**src/rtl/merge_leaf_refill_scheduler.sv**
```systemverilog
// Round-robin scheduler for line bursts that refill the leaf FIFOs of a merge tree.
// A leaf is requested only when its FIFO has room for the whole burst; completion waits for every line to return.
//
// state | meaning
// IDLE  | waiting for i_start
// PICK  | searching leaves from rr_ptr for one with room and lines left
// REQ   | request presented, held stable until i_req_ready
// DRAIN | all lines requested, waiting for outstanding to reach 0
// DONE  | one-cycle o_done pulse
module merge_leaf_refill_scheduler #(
   parameter int NUM_LEAVES = 8,
   parameter int LEAF_W     = 3,
   parameter int FIFO_DEPTH = 16,
   parameter int CNT_W      = 5,
   parameter int BURST_LEN  = 4,
   parameter int ADDR_W     = 32,
   parameter int LINES_W    = 16,
   parameter int OUT_W      = 8
) (
   input  logic                  i_clk,
   input  logic                  i_rst,
   input  logic                  i_start,
   input  logic [ADDR_W-1:0]     i_run_base,
   input  logic [LINES_W-1:0]    i_run_lines,
   output logic                  o_req_valid,
   output logic [ADDR_W-1:0]     o_req_addr,
   output logic [2:0]            o_req_len,
   output logic [LEAF_W-1:0]     o_req_leaf,
   input  logic                  i_req_ready,
   input  logic                  i_rsp_valid,
   input  logic [NUM_LEAVES-1:0] i_leaf_deq,
   output logic                  o_busy,
   output logic                  o_done,
   output logic                  o_err
);

   typedef enum logic [2:0] {S_IDLE, S_PICK, S_REQ, S_DRAIN, S_DONE} state_t;

   state_t state, state_nxt;

   logic [LINES_W-1:0] remaining [NUM_LEAVES];
   logic [ADDR_W-1:0]  next_addr [NUM_LEAVES];
   logic [CNT_W-1:0]   reserved  [NUM_LEAVES];
   logic [CNT_W-1:0]   res_nxt   [NUM_LEAVES];
   logic [LINES_W-1:0] want      [NUM_LEAVES];
   logic [LINES_W-1:0] room      [NUM_LEAVES];
   logic [NUM_LEAVES-1:0] elig;
   logic [OUT_W-1:0]   outstanding, out_sum, out_nxt;
   logic [LEAF_W-1:0]  rr_ptr, idx, pick_leaf;
   logic [2:0]         pick_len;
   logic [CNT_W-1:0]   res_sum;
   logic               found, any_rem, rem_left, hs, start_acc, err_set;

   assign hs        = (state == S_REQ) && i_req_ready;
   assign start_acc = (state == S_IDLE) && i_start;

   // Eligibility: lines left and enough uncommitted FIFO space for the next burst
   always_comb begin
      any_rem  = 1'b0;
      rem_left = 1'b0;
      for (int k = 0; k < NUM_LEAVES; k++) begin
         want[k] = (remaining[k] > LINES_W'(BURST_LEN)) ? LINES_W'(BURST_LEN) : remaining[k];
         room[k] = LINES_W'(FIFO_DEPTH) - LINES_W'(reserved[k]);
         elig[k] = (remaining[k] != '0) && (LINES_W'(reserved[k]) <= LINES_W'(FIFO_DEPTH))
                   && (room[k] >= want[k]);
         any_rem = any_rem | (remaining[k] != '0);
         if (LEAF_W'(k) == o_req_leaf)
            rem_left = rem_left | (remaining[k] != LINES_W'(o_req_len));
         else
            rem_left = rem_left | (remaining[k] != '0);
      end
   end

   always_comb begin
      found     = 1'b0;
      pick_leaf = '0;
      idx       = '0;
      for (int i = 0; i < NUM_LEAVES; i++) begin
         idx = rr_ptr + LEAF_W'(i);
         if (!found && elig[idx]) begin
            found     = 1'b1;
            pick_leaf = idx;
         end
      end
      pick_len = 3'(want[pick_leaf]);
   end

   // Accept and pop in the same cycle net to len-1; a pop of an empty count is dropped
   always_comb begin
      res_sum = '0;
      for (int k = 0; k < NUM_LEAVES; k++) begin
         res_sum = reserved[k] + ((hs && (LEAF_W'(k) == o_req_leaf)) ? CNT_W'(o_req_len) : '0);
         res_nxt[k] = (i_leaf_deq[k] && (res_sum != '0)) ? res_sum - CNT_W'(1) : res_sum;
      end
      out_sum = outstanding + (hs ? OUT_W'(o_req_len) : '0);
      err_set = i_rsp_valid && (out_sum == '0);
      out_nxt = (i_rsp_valid && (out_sum != '0)) ? out_sum - OUT_W'(1) : out_sum;
   end

   always_ff @(posedge i_clk or posedge i_rst) begin
      if (i_rst) state <= S_IDLE;
      else       state <= state_nxt;
   end

   always_comb begin
      state_nxt = state;
      case (state)
         S_IDLE:  if (i_start) state_nxt = (i_run_lines == '0) ? S_DRAIN : S_PICK;
         S_PICK:  if (found) state_nxt = S_REQ;
                  else if (!any_rem) state_nxt = S_DRAIN;
         S_REQ:   if (i_req_ready) state_nxt = rem_left ? S_PICK : S_DRAIN;
         S_DRAIN: if (outstanding == '0) state_nxt = S_DONE;
         S_DONE:  state_nxt = S_IDLE;
         default: state_nxt = S_IDLE;
      endcase
   end

   always_comb begin
      o_req_valid = (state == S_REQ);
      o_busy      = (state != S_IDLE);
      o_done      = (state == S_DONE);
   end

   always_ff @(posedge i_clk or posedge i_rst) begin
      if (i_rst) begin
         for (int k = 0; k < NUM_LEAVES; k++) begin
            remaining[k] <= '0;
            next_addr[k] <= '0;
            reserved[k]  <= '0;
         end
         outstanding <= '0;
         rr_ptr      <= '0;
         o_req_addr  <= '0;
         o_req_len   <= '0;
         o_req_leaf  <= '0;
         o_err       <= 1'b0;
      end else begin
         for (int k = 0; k < NUM_LEAVES; k++) begin
            reserved[k] <= res_nxt[k];
            if (start_acc) begin
               remaining[k] <= i_run_lines;
               next_addr[k] <= i_run_base + ADDR_W'(i_run_lines) * ADDR_W'(k);
            end else if (hs && (LEAF_W'(k) == o_req_leaf)) begin
               remaining[k] <= remaining[k] - LINES_W'(o_req_len);
               next_addr[k] <= next_addr[k] + ADDR_W'(o_req_len);
            end
         end
         outstanding <= out_nxt;
         if (err_set) o_err <= 1'b1;
         if (hs) rr_ptr <= o_req_leaf + LEAF_W'(1);
         if ((state == S_PICK) && found) begin
            o_req_leaf <= pick_leaf;
            o_req_addr <= next_addr[pick_leaf];
            o_req_len  <= pick_len;
         end
      end
   end

endmodule

```
**config.mk**
```make
export PLATFORM = sky130hd
export DESIGN_NAME = merge_leaf_refill_scheduler
export DESIGN_NICKNAME = d
export VERILOG_FILES = /design/src/rtl/merge_leaf_refill_scheduler.sv
export SDC_FILE = /design/constraint.sdc
export NUM_CORES = 2
export LEC_CHECK = 0
export CAP_MARGIN = 0
export CORE_AREA = 2 2 268 270
export DETAILED_ROUTE_END_ITERATION = 7
export DIE_AREA = 0 0 270 272
export GPL_TIMING_DRIVEN = 0
export PLACE_DENSITY = 0.82
export SLEW_MARGIN = 20
export SYNTH_ARGS = -nofsm -noshare
export SYNTH_HDL_FRONTEND = slang
export SYNTH_SLANG_ARGS = --single-unit
```
**constraint.sdc**
```tcl
create_clock -name i_clk -period 53.3 [get_ports i_clk]
set_clock_uncertainty 0.1 [all_clocks]
set_input_delay 10.66 -clock i_clk [delete_from_list [all_inputs] [get_ports i_clk]]
set_output_delay 10.66 -clock i_clk [all_outputs]
set_load 0.01 [all_outputs]
```
==> flow_metrics.tcl <==
set metrics [dict create \
    grt_pass1_wl_um 223000 \
    dp_slack_ps 36220 \
    max-cap-violations 0 \
    rr_startpoint "remaining[68]" \
    drt_wl_total_um 147000 \
    fin_crit_sh 0.312 \
    die_h_um 272 \
    synth_area_um2 42100 \
    rows 98 \
    post_cts_buffers 0 \
    hold_path.class "register to register" \
    overflow 0 \
    power_mw 3.41 \
    slew_headroom 0.118 \
    insertion_delay_ps 680 \
    nFillCells 5835 \
    drive_gt1_frac 0.0403 \
    start_util 0.595 \
    cp-end-kind "register" \
    worstHoldStart "o_req_addr[2]" \
    cts_buffer_depth 3 \
    dp_cells 6004 \
    wl_met2_um 63800 \
    ys_warn_count 0 \
    post-route-min-period_ps 16650 \
    crit_path_start_kind "input port" \
    setup-violations-final 0 \
    met3_length_um 15800 \
    drtAntennaViolNets 0 \
    io_pins 103 \
    stdcell_count 6111 \
    synth_cells 4847 \
    syn_to_final_growth_pct 11.4 \
    cts_resized 0 \
    cts-hold-fix-buffers 0 \
    final_area_um2 46900 \
    layout_setup_ws_ps 36650 \
    status "complete, no violations" \
    path_class "input port to register" \
    fin_tns_setup_ps 0 \
    irDropWorstVdd_v 0.0000752 \
    cp-startpoint "i_run_lines[1]" \
    clk_pin_slew_ps 60 \
    avgSynthCellArea_um2 8.68 \
    required_ps 53720 \
    cts_buffers 55 \
    drv_slew 0 \
    vias_per_cell 6.43 \
    cts_max_level 2 \
    highest_layer "met5" \
    vias 39286 \
    p_leak_nw 20.4 \
    worst_slew_pin_slew_ps 1320 \
    synth-edff-count 0 \
    hold_violations 0 \
    cts_tree "yes" \
    die_w_um 270 \
    post-route-drc-count 0 \
    hpwl_um 111000 \
    num-nets-final 5667 \
    fmax_ghz 0.0601 \
    synth_ff_type "dfrtp_1" \
    critical_path.max_fanout 13 \
    clock-sinks 477 \
    drtPass1Iterations 6 \
    grt_max_degree 99 \
    synth_cell_types 101 \
    critPathArrivalTime_ps 17060 \
    ys_seq_area_frac 0.284 \
    post_drt_wl_per_cell_um 24.1 \
    wl_met1_um 54700 \
    clockRootBuffer "clkbuf_16" \
    die-area_um2 73400 \
    place_congestion 1.02 \
    ys_ff_latch 477 \
    drtIter0Drc 4535 \
    async_reset_ff_frac 1.00 \
    grt_pass1_vias 38067 \
    grt_antenna_before_repair 6 \
    port_buffers 96 \
    core_area_um2 70800 \
    rsz0062_at_grt "no" \
    dpl_cell_area_um2 44800 \
    power_density_nw_per_um2 72.8 \
    grt_usage 0.396 \
]
[critical path, cell delays in order]
cell,delay (ps)
clkdlybuf4s50_1,1060
fa_1,550
ha_1,260
inv_1,90
fa_1,260
nor2b_1,70
o21ai_0,270
a21oi_1,140
o21ai_0,270
a21oi_1,140
o21ai_0,230
a21boi_0,150
o21a_1,210
o21ai_0,580
a211oi_1,250
o311ai_0,850
a21oi_1,490
nand2_1,200
xor2_1,210
a21oi_1,100
[per-layer routing]
metal	GRT usage	up-vias
li1	-	17575
met1	0.488	18777
met2	0.609	2263
met3	0.0917	667
met4	0.289	4
met5	0	-
[cell type report]
| class | count | area (um2) | share of cell area |
|---|---|---|---|
| diodes | 3 | 7.51 | 0.000160 |
| plain buffers | 163 | 707 | 0.0151 |
| clock buffers | 71 | 1520 | 0.0324 |
| clock inverters | 33 | 526 | 0.0112 |
| inverters | 284 | 1070 | 0.0229 |
| multi-input cells | 4026 | 28800 | 0.615 |
| flip-flops and latches | 477 | 11900 | 0.255 |
| well taps | 950 | 1190 | 0.0254 |
| repair buffers | 104 | 1100 | 0.0234 |
[per-stage QoR]
step / util / hold slack (ps)
finish: 0.663 / 384
global route: 0.663 / 397
CTS: 0.662 / 387
detailed placement: 0.634 / 365
global placement: 0.631 / 371
floorplan: - / 361
[power breakdown]
| group | internal, mW | switching (mW) | total (mW) |
|---|---|---|---|
| combinational | 0.893 | 1.33 | 2.22 |
| clock | 0.260 | 0.176 | 0.437 |
| sequential | 0.540 | 0.216 | 0.756 |
[cells in the final DEF, fill, tap and decap left out, drive strengths merged, types with 15 or more instances in the layout]
master,count
clkdlybuf4s50,91
buf,51
and3,67
o31ai,22
nand2,467
o22ai,16
nand3,161
o211ai,22
fa,91
mux2i,268
ha,404
clkinv,17
or3,22
conb,104
inv,283
o21ai,283
or4,21
a31oi,31
nor3,128
o21bai,34
dfrtp,477
and2,25
or2,16
xnor2,349
nor4,56
nor2,387
a221oi,15
nor3b,30
nand4,65
a21o,64
clkbuf,196
o21a,16
a211oi,39
nand2b,45
nor2b,64
xor2,189
a21oi,354
[sequential cells by signal, indices dropped and copies added, names as in the netlist]
signal	cells
next_addr	256
o_err	1
o_req_addr	32
o_req_leaf	3
o_req_len	3
outstanding	8
remaining	128
reserved	40
rr_ptr	3
state	3
[final timing paths]
path                                   to  slack, ps  cells past startpoint
min in group asynchronous    remaining[9]      10310                      2
max in group asynchronous  next_addr[181]      41160                      5
hold reg to reg             o_req_addr[2]        380                      2
setup / recovery           next_addr[151]      36650                     20
hold / removal              o_req_addr[2]        380                      2
setup reg to reg           o_req_addr[13]      45360                     22
[logic make-up (layout without fill, tap and decap cells)]
group                    count (synthesis)  count (layout)  share of synthesized area
other                                    1             107                  0.0000891
multiplexers                           278             278                     0.0671
XOR/XNOR                               538             538                      0.112
buffers and inverters                  447             655                     0.0420
adder cells (fa/ha/maj)                495             495                      0.163
AND/OR/NAND/NOR                       1590            1590                      0.182
flip-flops                             477             477                      0.284
AO/OA/AOI/OAI                         1021            1021                      0.150
[cells in the mapped netlist, drive strengths merged (15+ instances only)]
cell / count / share of area
nor4: 56 / 0.0095
o31ai: 22 / 0.0043
clkbuf: 125 / 0.011
fa: 91 / 0.043
or3: 22 / 0.0033
nand2b: 45 / 0.0067
o21ai: 283 / 0.034
nor3b: 30 / 0.0054
nand4: 65 / 0.0097
mux2i: 268 / 0.064
nor3: 128 / 0.015
a21o: 64 / 0.011
nand3: 161 / 0.019
a31oi: 31 / 0.0049
or2: 16 / 0.0024
dfrtp: 477 / 0.28
and2: 25 / 0.0037
o21bai: 34 / 0.0061
a21oi: 354 / 0.042
a211oi: 39 / 0.0071
o22ai: 16 / 0.0024
inv: 282 / 0.025
nor2: 387 / 0.035
ha: 404 / 0.12
nor2b: 64 / 0.0095
buf: 38 / 0.0055
and3: 67 / 0.010
nand2: 467 / 0.042
o211ai: 22 / 0.0040
o21a: 16 / 0.0029
xor2: 189 / 0.039
or4: 21 / 0.0039
xnor2: 349 / 0.073
a221oi: 15 / 0.0031
Note: power is estimated with default switching activity, not from simulation.
